`config.mk`:
```
export PLATFORM = sky130hd
export DESIGN_NAME = spike_event_queue
export DESIGN_NICKNAME = d
export VERILOG_FILES = /design/src/rtl/spike_pkg.sv /design/src/rtl/spike_fifo.sv /design/src/rtl/spike_event_queue.sv
export SDC_FILE = /design/constraint.sdc
export NUM_CORES = 1
export LEC_CHECK = 0
export ABC_CLOCK_PERIOD_IN_PS = 3700
export BUFFER_PORTS_ARGS = -buffer_cell sky130_fd_sc_hd__buf_2
export CORE_AREA = 2 2 229 231
export CTS_CLUSTER_SIZE = 24
export DETAILED_ROUTE_END_ITERATION = 10
export DIE_AREA = 0 0 231 233
export HOLD_SLACK_MARGIN = 0.06
export PLACE_DENSITY = 0.57
export SLEW_MARGIN = 20
export SYNTH_ARGS = -nofsm -noshare
export SYNTH_HDL_FRONTEND = slang
export SYNTH_SLANG_ARGS = --single-unit
```
`constraint.sdc`:
```
create_clock -name clk -period 3.7 [get_ports clk]
set_input_delay 0.185 -clock clk [delete_from_list [all_inputs] [get_ports clk]]
set_output_delay 0.185 -clock clk [all_outputs]
set_load 0.05 [all_outputs]
```
`src/rtl/spike_pkg.sv`:
```
// spike_pkg: shared types and constants for the spike event queue slice.
//   spike_event_t  - packed event record {id, ts, v} at default widths
//                    (the timestamp field is "ts"; "time" is a reserved word)
//   SPIKE_ID_NONE  - sheet spike identifier meaning "no spike this cycle"
//   SPIKE_DEPTH_DEF / SPIKE_TS_W_DEF - default FIFO depth and timestamp width
//   is_new_spike() - event-edge predicate on the registered spike id
package spike_pkg;

  localparam int unsigned SPIKE_DEPTH_DEF = 8;
  localparam int unsigned SPIKE_TS_W_DEF  = 16;

  localparam logic [7:0] SPIKE_ID_NONE = 8'd0;

  typedef struct packed {
    logic [7:0]                id;
    logic [SPIKE_TS_W_DEF-1:0] ts;
    logic [15:0]               v;
  } spike_event_t;

  // A spike is new when it is non-zero and differs from last cycle's id,
  // so a held id yields one event and an id-to-id change yields another.
  function automatic logic is_new_spike(input logic [7:0] cur_id,
                                        input logic [7:0] prev_id);
    return (cur_id != SPIKE_ID_NONE) && (cur_id != prev_id);
  endfunction

endpackage

```
`src/rtl/spike_fifo.sv`:
```
// spike_fifo: synchronous single-clock FIFO holding packed spike events.
// The head entry is read straight from storage, so a write into an empty
// FIFO becomes visible on head_data the cycle after the write edge.
// Ports:
//   clk, rst_n   - clock, asynchronous active-low reset (flushes contents)
//   push         - write request; accepted when not full or popping
//   push_data    - entry written at the tail
//   pop          - read request; ignored when empty
//   head_data    - current head entry
//   full, empty  - occupancy flags
//   level        - current occupancy, 0..DEPTH
module spike_fifo #(
  parameter int unsigned DEPTH = 8,
  parameter int unsigned EW    = 40
) (
  input  logic                     clk,
  input  logic                     rst_n,
  input  logic                     push,
  input  logic [EW-1:0]            push_data,
  input  logic                     pop,
  output logic [EW-1:0]            head_data,
  output logic                     full,
  output logic                     empty,
  output logic [$clog2(DEPTH):0]   level
);

  localparam int unsigned AW = $clog2(DEPTH);
  localparam logic [AW:0] FULL_CNT = DEPTH[AW:0];

  logic [EW-1:0] mem [DEPTH];
  logic [AW-1:0] wr_ptr;
  logic [AW-1:0] rd_ptr;
  logic [AW:0]   count;
  logic          pop_ok;
  logic          push_ok;

  assign empty   = (count == '0);
  assign full    = (count == FULL_CNT);
  assign pop_ok  = pop && !empty;
  // A full FIFO still takes a push when the head leaves on the same edge.
  assign push_ok = push && (!full || pop_ok);

  assign head_data = mem[rd_ptr];
  assign level     = count;

  always_ff @(posedge clk or negedge rst_n) begin
    if (!rst_n) begin
      wr_ptr <= '0;
      rd_ptr <= '0;
      count  <= '0;
      for (int unsigned i = 0; i < DEPTH; i++) begin
        mem[i] <= '0;
      end
    end else begin
      if (push_ok) begin
        mem[wr_ptr] <= push_data;
        wr_ptr      <= wr_ptr + 1'b1;
      end
      if (pop_ok) begin
        rd_ptr <= rd_ptr + 1'b1;
      end
      case ({push_ok, pop_ok})
        2'b10:   count <= count + 1'b1;
        2'b01:   count <= count - 1'b1;
        default: count <= count;
      endcase
    end
  end

endmodule

```
`src/rtl/spike_event_queue.sv`:
```
// spike_event_queue: samples the neuron sheet's spike id and voltage every
// cycle, turns id edges into timestamped events and buffers them for a
// back-pressuring readout over a valid/ready handshake.
// Optional feature macro: SPIKE_QUEUE_DROP_CNT_EN enables the 16-bit
// saturating drop counter; without it drop_cnt is tied to 0.
// Ports:
//   clk       - system clock
//   reset     - asynchronous active-low reset
//   spike_id  - sheet spike id, 0 = none
//   v_in      - sheet membrane voltage
//   ev_valid  - head event available
//   ev_ready  - consumer accepts head event
//   ev_id, ev_time, ev_v - head event fields
//   level     - FIFO occupancy
//   overflow  - sticky, an event was dropped since reset
//   drop_cnt  - dropped-event count (saturating)
module spike_event_queue
  import spike_pkg::*;
#(
  parameter int unsigned DEPTH = SPIKE_DEPTH_DEF,
  parameter int unsigned TS_W  = SPIKE_TS_W_DEF
) (
  input  logic                   clk,
  input  logic                   reset,
  input  logic [7:0]             spike_id,
  input  logic [15:0]            v_in,
  output logic                   ev_valid,
  input  logic                   ev_ready,
  output logic [7:0]             ev_id,
  output logic [TS_W-1:0]        ev_time,
  output logic [15:0]            ev_v,
  output logic [$clog2(DEPTH):0] level,
  output logic                   overflow,
  output logic [15:0]            drop_cnt
);

  localparam int unsigned EW = 8 + TS_W + 16;

  logic [TS_W-1:0] ts;
  logic [7:0]      s_id;
  logic [15:0]     s_v;
  logic [TS_W-1:0] s_ts;
  logic [7:0]      prev_id;

  logic            ev_det;
  logic            pop;
  logic            drop;
  logic            fifo_full;
  logic            fifo_empty;
  logic [EW-1:0]   head_data;

  always_ff @(posedge clk or negedge reset) begin
    if (!reset) begin
      ts      <= '0;
      s_id    <= SPIKE_ID_NONE;
      s_v     <= '0;
      s_ts    <= '0;
      prev_id <= SPIKE_ID_NONE;
    end else begin
      ts      <= ts + 1'b1;
      s_id    <= spike_id;
      s_v     <= v_in;
      s_ts    <= ts;
      prev_id <= s_id;
    end
  end

  assign ev_det   = is_new_spike(s_id, prev_id);
  assign ev_valid = !fifo_empty;
  assign pop      = ev_valid && ev_ready;
  assign drop     = ev_det && fifo_full && !pop;

  spike_fifo #(
    .DEPTH (DEPTH),
    .EW    (EW)
  ) u_fifo (
    .clk       (clk),
    .rst_n     (reset),
    .push      (ev_det),
    .push_data ({s_id, s_ts, s_v}),
    .pop       (pop),
    .head_data (head_data),
    .full      (fifo_full),
    .empty     (fifo_empty),
    .level     (level)
  );

  assign {ev_id, ev_time, ev_v} = head_data;

  always_ff @(posedge clk or negedge reset) begin
    if (!reset) begin
      overflow <= 1'b0;
    end else if (drop) begin
      overflow <= 1'b1;
    end
  end

`ifdef SPIKE_QUEUE_DROP_CNT_EN
  logic [15:0] drop_cnt_q;

  always_ff @(posedge clk or negedge reset) begin
    if (!reset) begin
      drop_cnt_q <= '0;
    end else if (drop && (drop_cnt_q != '1)) begin
      drop_cnt_q <= drop_cnt_q + 1'b1;
    end
  end

  assign drop_cnt = drop_cnt_q;
`else
  assign drop_cnt = '0;
`endif

endmodule

```
==> flow_summary_export.csv <==
group,metric,value,unit
global_route,antenna_found_initial,0,
floorplanning,die-area,53800,µm²
critical_path,critPathKind,"reg -> reg",
clocking,cts-root-buf,"clkbuf_16",
floorplanning,boundaryPins,89,
detailed_routing,drc,0,
global_route,globalRouteOverflowTotal,0,
final_layout,num-nets-final,1183,
sta,fin_skew,15.7,ps
yosys,syn_inst,1049,
clocking,cts_tree,"done",
floorplanning,die_w,231,µm
critical_path,cp_max_fo,11,
sta,relSlewSlack,37.0,%
floorplanning,core,51100,µm²
critical_path,cp-end-kind,"register",
clocking,htreeDepth,2,
detailed_routing,met1_length,17800,µm
floorplanning,start_util,34.9,%
detailed_routing,vias_per_cell,4.93,
outcome,status,"complete, no violations",
sta,max_freq,0.329,GHz
global_route,grt_pass1_wl,61200,µm
final_layout,layout_commonest_cell,"dfrtp_1",
detailed_routing,drt_iter0_drc,536,
sta,hold_viol,0,
final_layout,final_util,40.4,%
detailed_routing,dr.pass1.iters,4,
clocking,cts_resized,0,
global_route,track_usage,14.8,%
detailed_routing,wl_met3,1280,µm
floorplanning,die_h,233,µm
power_and_ir_drop,irDropWorstVdd,0.526,mV
hold_path,hold_path.class,"in -> reg",
clocking,cts_max_path_buffers,3,
final_layout,n_antenna_cell,0,
detailed_routing,totalWireLength,38300,µm
yosys,synth-seq-cells,395,
job,maxCapViolations,0,
floorplanning,rows,83,
sta,layout_setup_ws,659,ps
sta,setup_tns,0,ps
placement,dpl.hpwl,20900,µm
critical_path,cp.arrival,3460,ps
critical_path,worstSetupStartpointType,"register",
placement,place_ws,716,ps
detailed_routing,vias,9157,
clocking,cts_made_buffers,44,
final_layout,synthToLayoutAreaGrowth,15.8,%
global_route,grt_max_degree,113,
power_and_ir_drop,leakage,0.00914,µW
yosys,syn-cell-area,17800,µm²
clocking,cts.clk_slew.worst_paths,60,ps
sta,min_period,3040,ps
yosys,yosysSeqAreaShare,55.4,%
global_route,grt_pass1_vias,10000,
detailed_routing,wl_per_cell,20.6,µm
critical_path,critPathRequiredTime,4120,ps
detailed_routing,antenna_left,0,
placement,portBuffers,72,
final_layout,drive_gt1_share,50.2,%
yosys,avgSynthCellArea,17.0,µm²
sta,final-max-slew-violation-count,0,
sta,finalSetupViolCount,0,
yosys,synth_cell_types,44,
detailed_routing,dr.max_layer_used,"met4",
clocking,clk_latency,550,ps
sta,worst_slew_pin_slew,945,ps
sta,rsz0062_at_grt,"false",
final_layout,layout_common_cells,"392 x dfrtp_1, 171 x mux2_2, 160 x mux2_4, 80 x mux4_2, 71 x buf_2",
sta,fin_crit_sh,82.2,%
power_and_ir_drop,power_density,946,nW/µm²
detailed_routing,routed-wl-met2,18300,µm
placement,routabilityCongestion,0.756,
yosys,synth_warnings,0,
clocking,clock-sinks,395,
==> critical path, cell delays in order, from the launching register on <==
cell and delay, ps:
dfrtp_1 490, or4_1 610, nor2_2 190, a21o_4 210, nand2_1 110, inv_1 100
ha_1 240, a21o_1 200, a21oi_1 270, nor2_1 80, a311oi_1 270, o311ai_1 130
==> final cells by class <==
type                            instances  area [µm²]
Multi-Input combinational cell        577        7440
Clock buffer                           60        1250
Timing Repair Buffer                  125         996
Clock inverter                         15         203
Fill cell                            4647       30400
Inverter                                7        26.3
Tap cell                              680         851
Sequential cell                       395        9900
==> cells in the mapped netlist <==
| library cell | number | area, µm² |
|---|---|---|
| nor2_1 | 7 | 26.3 |
| nand4_1 | 3 | 18.8 |
| mux2_1 | 30 | 338 |
| nor4_4 | 1 | 21.3 |
| or4_1 | 3 | 22.5 |
| inv_1 | 7 | 26.3 |
| xnor2_1 | 15 | 131 |
| o41ai_2 | 1 | 16.3 |
| nor3_1 | 5 | 25.0 |
| nand3_1 | 15 | 75.1 |
| nand2b_1 | 1 | 6.26 |
| fa_1 | 1 | 20.0 |
| xor2_1 | 12 | 105 |
| mux2_4 | 160 | 2400 |
| nand4b_1 | 2 | 17.5 |
| nor3b_1 | 2 | 15.0 |
| buf_4 | 32 | 240 |
| nor4_2 | 2 | 25.0 |
| buf_2 | 18 | 90.1 |
| nor3_2 | 3 | 30.0 |
| nand2_1 | 16 | 60.1 |
| mux2i_1 | 2 | 20.0 |
| a31o_2 | 1 | 8.76 |
| o311ai_1 | 1 | 8.76 |
| mux2_2 | 171 | 1930 |
| a311oi_1 | 1 | 8.76 |
| buf_6 | 16 | 180 |
| a211oi_1 | 1 | 7.51 |
| a21o_1 | 2 | 15.0 |
| a2111oi_0 | 2 | 17.5 |
| nand3b_1 | 2 | 15.0 |
| a311o_1 | 2 | 20.0 |
| clkbuf_1 | 17 | 63.8 |
| ha_1 | 5 | 62.6 |
| and2_1 | 1 | 6.26 |
| conb_1 | 1 | 3.75 |
| mux4_2 | 80 | 1800 |
| nor2_2 | 1 | 6.26 |
| a31oi_1 | 1 | 6.26 |
| a21oi_1 | 3 | 15.0 |
| a21o_4 | 1 | 15.0 |
| dfrtp_1 | 395 | 9880 |
| buf_1 | 2 | 7.51 |
| and3_1 | 5 | 31.3 |
==> path summary, 6_finish.rpt <==
| check | slack (ps) | endpoint | cells after the start | start |
|---|---|---|---|---|
| worst max-delay path | 660 | u_fifo.level[3]$_DFFE_PN0P_ | 11 | s_id[4]$_DFF_PN0_ |
| worst max register to register | 660 | u_fifo.level[3]$_DFFE_PN0P_ | 11 | s_id[4]$_DFF_PN0_ |
| max in group asynchronous | 2470 | s_v[13]$_DFF_PN0_ | 3 | reset |
| worst min register to register | 410 | s_ts[15]$_DFF_PN0_ | 0 | ts[15]$_DFF_PN0_ |
| worst min-delay path | 280 | s_id[0]$_DFF_PN0_ | 2 | spike_id[0] |
| min in group asynchronous | 300 | u_fifo.rd_ptr[2]$_DFFE_PN0P_ | 2 | reset |
==> power by group <==
part | internal, µW | leakage [µW] | switching [µW]
sequential | 5770 | 0.00484 | 1130
combinational | 4140 | 0.00358 | 4070
clock | 2700 | 0.000720 | 1720
total | 12600 | 0.00914 | 6920
==> cells by family (layout without fill, tap and decap cells) <==
logic type	Yosys count	count (layout)	synth area share, %
compound gates	16	16	0.778
xor+xnor	27	27	1.33
fa+ha+maj	6	6	0.463
buf+inv	92	207	3.41
flops	395	395	55.4
mux	443	443	36.4
other cells	1	16	0.0210
simple gates	69	69	2.25
==> per-stage QoR <==
| stage | hold slack, ps | instance area (µm²) | power, µW | cells |
|---|---|---|---|---|
| finish | 278 | 20700 | 19500 | 1859 |
| global route | 263 | 20700 | 20600 | 1859 |
| CTS | 245 | 20700 | 19800 | 1859 |
| detailed placement | 294 | 18900 | 15300 | 1758 |
| global placement | 295 | 18900 | 15200 | 1758 |
| floorplan | -111 | 17900 | 13300 | 1064 |
==> metal layers <==
metal	up-vias	track usage (%)
met4	0	4.44
met3	49	2.34
met5	-	0
met2	138	24.2
met1	4946	20.4
li1	4024	-
==> flip-flops by register name, summed over array words and instances, names as in the netlist <==
signal / cells
u_fifo.level: 4
u_fifo.rd_ptr: 3
overflow: 1
s_v: 16
s_ts: 16
prev_id: 8
s_id: 8
ts: 16
u_fifo.wr_ptr: 3
u_fifo.mem: 320
==> what timing repair did <==
item / in CTS / in global routing
hold buffers: 26 / 0
hold endpoints to repair: 131 / 0
setup buffers: 0 / 0
Power figures use the tool's default switching activity.
